[src/rtl/spi_pkg.sv]
// rtl/spi_pkg.sv - shared state type and constants for the SPI slave receiver
package spi_pkg;

    localparam int         SPI_DATA_W = 16;
    localparam logic [1:0] SPI_MODE   = 2'd0;

    typedef enum logic [1:0] {
        IDLE    = 2'd0,
        ACTIVE  = 2'd1,
        OVERLEN = 2'd2
    } spi_state_e;

endpackage

[src/rtl/spi_sync_edge.sv]
// rtl/spi_sync_edge.sv - multi-stage synchronizer with rise/fall detect on the last stage
module spi_sync_edge #(
    parameter int   STAGES  = 2,
    parameter logic RST_VAL = 1'b0
) (
    input  logic clk,
    input  logic rst,
    input  logic din,
    output logic rise,
    output logic fall
);

    logic [STAGES-1:0] sync_q;
    logic [STAGES-1:0] sync_d;
    logic              hist_q;
    logic              hist_d;

    always_comb begin
        sync_d = {sync_q[STAGES-2:0], din};
        hist_d = sync_q[STAGES-1];
    end

    always_ff @(posedge clk) begin
        if (rst) begin
            sync_q <= {STAGES{RST_VAL}};
            hist_q <= RST_VAL;
        end else begin
            sync_q <= sync_d;
            hist_q <= hist_d;
        end
    end

    assign rise = sync_q[STAGES-1] & ~hist_q;
    assign fall = ~sync_q[STAGES-1] & hist_q;

endmodule

[src/rtl/spi_slave_rx.sv]
// rtl/spi_slave_rx.sv - SPI mode-0 slave receiver: frame FSM, bit counter, shift and holding registers
module spi_slave_rx
    import spi_pkg::*;
#(
    parameter int DATA_W      = SPI_DATA_W,
    parameter int SYNC_STAGES = 2
) (
    input  logic              clk,
    input  logic              rst,
    input  logic              sclk_in,
    input  logic              ss_in,
    input  logic              mosi_in,
    output logic [DATA_W-1:0] rx_data,
    output logic              rx_valid,
    input  logic              rx_ready,
    output logic              busy,
    output logic              frame_err,
    output logic              overrun
);

    localparam int              CNT_W      = $clog2(DATA_W + 2);
    localparam logic [CNT_W-1:0] CNT_FULL  = CNT_W'(DATA_W);
    localparam logic [CNT_W-1:0] CNT_MAX   = '1;
    localparam int              FL_W       = $clog2(SYNC_STAGES + 2);
    localparam logic [FL_W-1:0] FLUSH_DONE = FL_W'(SYNC_STAGES + 1);

    logic sclk_rise, sclk_fall, ss_rise, ss_fall, sample_edge, armed;

    logic [SYNC_STAGES-1:0] mosi_sync_q, mosi_sync_d;
    spi_state_e             state_q, state_d;
    logic [CNT_W-1:0]       bit_cnt_q, bit_cnt_d;
    logic [DATA_W-1:0]      shreg_q, shreg_d;
    logic [FL_W-1:0]        flush_q, flush_d;
    logic                   good_q, good_d;
    logic                   bad_q, bad_d;
    logic [DATA_W-1:0]      rx_data_q, rx_data_d;
    logic                   rx_valid_q, rx_valid_d;
    logic                   frame_err_q, frame_err_d;
    logic                   overrun_q, overrun_d;

    spi_sync_edge #(.STAGES(SYNC_STAGES), .RST_VAL(1'b0)) u_sclk_sync (
        .clk  (clk),
        .rst  (rst),
        .din  (sclk_in),
        .rise (sclk_rise),
        .fall (sclk_fall)
    );

    spi_sync_edge #(.STAGES(SYNC_STAGES), .RST_VAL(1'b1)) u_ss_sync (
        .clk  (clk),
        .rst  (rst),
        .din  (ss_in),
        .rise (ss_rise),
        .fall (ss_fall)
    );

    assign sample_edge = (SPI_MODE == 2'd0 || SPI_MODE == 2'd3) ? sclk_rise : sclk_fall;

    // After reset the SS chain holds its reset value, so a pin already low would look like
    // a falling edge; frame starts are ignored until every stage and the history are real samples.
    assign armed = (flush_q == FLUSH_DONE);

    always_comb begin
        mosi_sync_d = {mosi_sync_q[SYNC_STAGES-2:0], mosi_in};
        flush_d     = armed ? flush_q : flush_q + FL_W'(1);
    end

    always_comb begin
        state_d   = state_q;
        bit_cnt_d = bit_cnt_q;
        shreg_d   = shreg_q;
        good_d    = 1'b0;
        bad_d     = 1'b0;
        case (state_q)
            IDLE: begin
                bit_cnt_d = '0;
                if (ss_fall && armed) begin
                    state_d = ACTIVE;
                    shreg_d = '0;
                end
            end
            ACTIVE: begin
                if (ss_rise) begin
                    state_d   = IDLE;
                    bit_cnt_d = '0;
                    good_d    = (bit_cnt_q == CNT_FULL);
                    bad_d     = (bit_cnt_q != '0) && (bit_cnt_q < CNT_FULL);
                end else if (sample_edge) begin
                    shreg_d   = {shreg_q[DATA_W-2:0], mosi_sync_q[SYNC_STAGES-1]};
                    bit_cnt_d = (bit_cnt_q == CNT_MAX) ? bit_cnt_q : bit_cnt_q + CNT_W'(1);
                    if (bit_cnt_q == CNT_FULL) begin
                        state_d = OVERLEN;
                    end
                end
            end
            OVERLEN: begin
                if (ss_rise) begin
                    state_d   = IDLE;
                    bit_cnt_d = '0;
                    bad_d     = 1'b1;
                end
            end
            default: begin
                state_d   = IDLE;
                bit_cnt_d = '0;
            end
        endcase
    end

    // Holding register: a completion may replace the word in the same cycle it is popped.
    always_comb begin
        rx_data_d   = rx_data_q;
        rx_valid_d  = rx_valid_q;
        overrun_d   = 1'b0;
        frame_err_d = bad_q;
        if (rx_valid_q && rx_ready) begin
            rx_valid_d = 1'b0;
        end
        if (good_q) begin
            if (!rx_valid_q || rx_ready) begin
                rx_data_d  = shreg_q;
                rx_valid_d = 1'b1;
            end else begin
                overrun_d = 1'b1;
            end
        end
    end

    always_ff @(posedge clk) begin
        if (rst) begin
            mosi_sync_q <= '0;
            flush_q     <= '0;
            state_q     <= IDLE;
            bit_cnt_q   <= '0;
            shreg_q     <= '0;
            good_q      <= 1'b0;
            bad_q       <= 1'b0;
            rx_data_q   <= '0;
            rx_valid_q  <= 1'b0;
            frame_err_q <= 1'b0;
            overrun_q   <= 1'b0;
        end else begin
            mosi_sync_q <= mosi_sync_d;
            flush_q     <= flush_d;
            state_q     <= state_d;
            bit_cnt_q   <= bit_cnt_d;
            shreg_q     <= shreg_d;
            good_q      <= good_d;
            bad_q       <= bad_d;
            rx_data_q   <= rx_data_d;
            rx_valid_q  <= rx_valid_d;
            frame_err_q <= frame_err_d;
            overrun_q   <= overrun_d;
        end
    end

    assign rx_data   = rx_data_q;
    assign rx_valid  = rx_valid_q;
    assign busy      = (state_q != IDLE);
    assign frame_err = frame_err_q;
    assign overrun   = overrun_q;

endmodule

[config.mk]
export PLATFORM = sky130hd
export DESIGN_NAME = spi_slave_rx
export DESIGN_NICKNAME = d
export VERILOG_FILES = /design/src/rtl/spi_pkg.sv /design/src/rtl/spi_sync_edge.sv /design/src/rtl/spi_slave_rx.sv
export SDC_FILE = /design/constraint.sdc
export NUM_CORES = 1
export LEC_CHECK = 0
export CAP_MARGIN = 20
export CORE_UTILIZATION = 55
export CTS_BUF_LIST = sky130_fd_sc_hd__clkbuf_8
export DETAILED_ROUTE_END_ITERATION = 10
export PLACE_DENSITY = 0.79
export SYNTH_ARGS = -nofsm -noshare
export SYNTH_HDL_FRONTEND = slang
export SYNTH_HIERARCHICAL = 1
export SYNTH_SLANG_ARGS = --single-unit
[constraint.sdc]
create_clock -name clk -period 1.82 [get_ports clk]
set_input_delay 0.273 -clock clk [delete_from_list [all_inputs] [get_ports clk]]
set_output_delay 0.273 -clock clk [all_outputs]
set_load 0.01 [all_outputs]
==> flow_summary.toml <==
[timing]
fin_tns_setup_ns = 0
max_freq_ghz = 0.593
finClkSkew_ns = 0.00874
slew_headroom = 0.790
fin_crit_sh = 0.927
tightestPinTransition_ns = 0.315
rsz0062_at_grt = "no"
finalCriticalPeriod_ns = 1.69
report.final.setup_viol = 0
hold_violations = 0
maxSlewViolCount = 0

[drt]
ant_nets = 0
vias = 1642
drt-pass1-iter-count = 4
drc = 0
drt-initial-drc-count = 106
wl_per_cell_um = 11.6
routed_wl_mm = 3.72
viasPerCell = 5.13

[critical_path]
worstPathMaxFanout = 5
reg2regPathDepth = 7
end_kind = "flip-flop"
critPathArrivalTime_ns = 1.89
startpoint = "bit_cnt_q[0]"
worstSetupPathType = "flip-flop to flip-flop"
cp-start-kind = "flip-flop"
r2r_start = "bit_cnt_q[0]"
crit_required_ns = 2.02

[finish]
nFillCells = 312
drive_gt1_frac = 0.0882
syn_to_final_growth_pct = 18.8
nets = 285
antenna_cells = 0
layoutNonFillerInstCount = 320

[synth]
synth_area_um2 = 2190
avgSynthCellArea_um2 = 8.89
synth_nets = 259
synthCells = 246
yosysWarnings = 6

[place]
place_inst = 313
hpwlAfterDp_mm = 2.52
gpl.final_weighted_congestion = 0.832
io_buffers = 25

[clock_network]
clock_latency_ns = 0.31
cts_tree = "done"
clockBufferDepth = 2
htreeDepth = 2
numCtsBuffers = 5
cts.sinks = 54
cts-root-buf = "clkbuf_8"
clkSlewWorstSetupHoldPaths_ns = 0.09

[global_routing]
grt-busiest-layer = "met2"
grt_max_degree = 33
grt_overflow_total = 0
grt_first_pass_wirelength_mm = 6.30
met3_usage = 0.0634
antenna_found_initial = 0
grt_pass1_vias = 1460
grt.met1_usage = 0.228
grt_use_total = 0.197
grtUsageMet2 = 0.332

[pwr]
total_power_mw = 2.46
p_per_area_nw_per_um2 = 945
ir_worst_vdd_uv = 446
p_leak_nw = 0.968

[floorplan]
num_rows = 22
initial_utilization = 0.584
die_w_um = 65.1
die_h_um = 65.1
core-area_um2 = 3740
die_area_um2 = 4230
io_pins = 26

[min_path]
hold_path_depth = 1
min-delay-start = "u_ss_sync/sync_q[0]"
hp-class = "flip-flop to flip-flop"

[run]
drv_cap = 0

[outcome]
outcome = "finished clean"
==> sequential cells by signal, summed over array words and instances, names as in the netlist, 2 cells and up <==
register	flops
rx_data	16
shreg_q	16
bit_cnt_q	5
flush_q	2
mosi_sync_q	2
state_q	2
u_sclk_sync/sync_q	2
u_ss_sync/sync_q	2
==> through the flow <==
stage	setup WS [ns]	utilization	cell area [µm²]	hold slack (ns)
floorplan	0.234	-	2190	0.345
global placement	0.159	0.665	2490	0.385
detailed placement	0.120	0.665	2490	0.399
CTS	0.00355	0.689	2580	0.420
global route	0.0161	0.694	2600	0.453
finish	0.132	0.694	2600	0.416
==> path summary, 6_finish.rpt <==
check | slack, ns | end
worst max-delay path | 0.13 | bit_cnt_q[3]
worst min-delay path | 0.42 | u_ss_sync/sync_q[1]
worst max register to register | 0.13 | bit_cnt_q[3]
worst min register to register | 0.42 | u_ss_sync/sync_q[1]
==> area by class of cell <==
cell class | count | area, µm² | share of cell area
clock buffers | 5 | 68.8 | 0.0265
clock inverters | 2 | 15.0 | 0.00578
inverters | 10 | 37.5 | 0.0144
multi-input cells | 167 | 1000 | 0.386
flip-flops and latches | 54 | 1080 | 0.416
well taps | 48 | 60.1 | 0.0231
repair buffers | 34 | 333 | 0.128
==> power breakdown <==
group | switching [mW] | internal [mW] | total (mW)
combinational | 0.313 | 0.268 | 0.581
clock | 0.378 | 0.263 | 0.641
sequential | 0.0202 | 1.21 | 1.23
total | 0.710 | 1.75 | 2.46
==> worst max-delay path, stage by stage (launching register included) <==
cell and delay (ns):
dfxtp_1 0.34, ha_1 0.21, and3_1 0.18, ha_1 0.16
nand2b_1 0.18, a21oi_4 0.22, o2111ai_1 0.14, mux2i_1 0.14
==> per-layer routing <==
| layer | routed length (µm) | vias up |
|---|---|---|
| li1 | - | 864 |
| met1 | 1830 | 745 |
| met2 | 1700 | 28 |
| met3 | 131 | 5 |
| met4 | 62 | 0 |
| met5 | 0 | - |
==> cell usage in the layout (no fill, tap or decap), drive strengths merged, types with 2 or more instances in the layout <==
cell           count
clkbuf             5
nand2b            23
nand4              2
nor2b              8
dfxtp             54
ha                 7
nor3               2
clkinvlp           2
clkdlybuf4s50     24
nand2             39
and3               3
mux2i              4
or2                3
nand3             19
a21oi             37
o21ai              2
inv               10
buf                9
nor2               4
==> repair_timing <==
action,4_1_cts,5_1_grt
hold buffers,0,0
resized for setup,2,3
setup endpoints to repair,1,4
setup buffers,0,0
(Power assumes the default switching activity.)
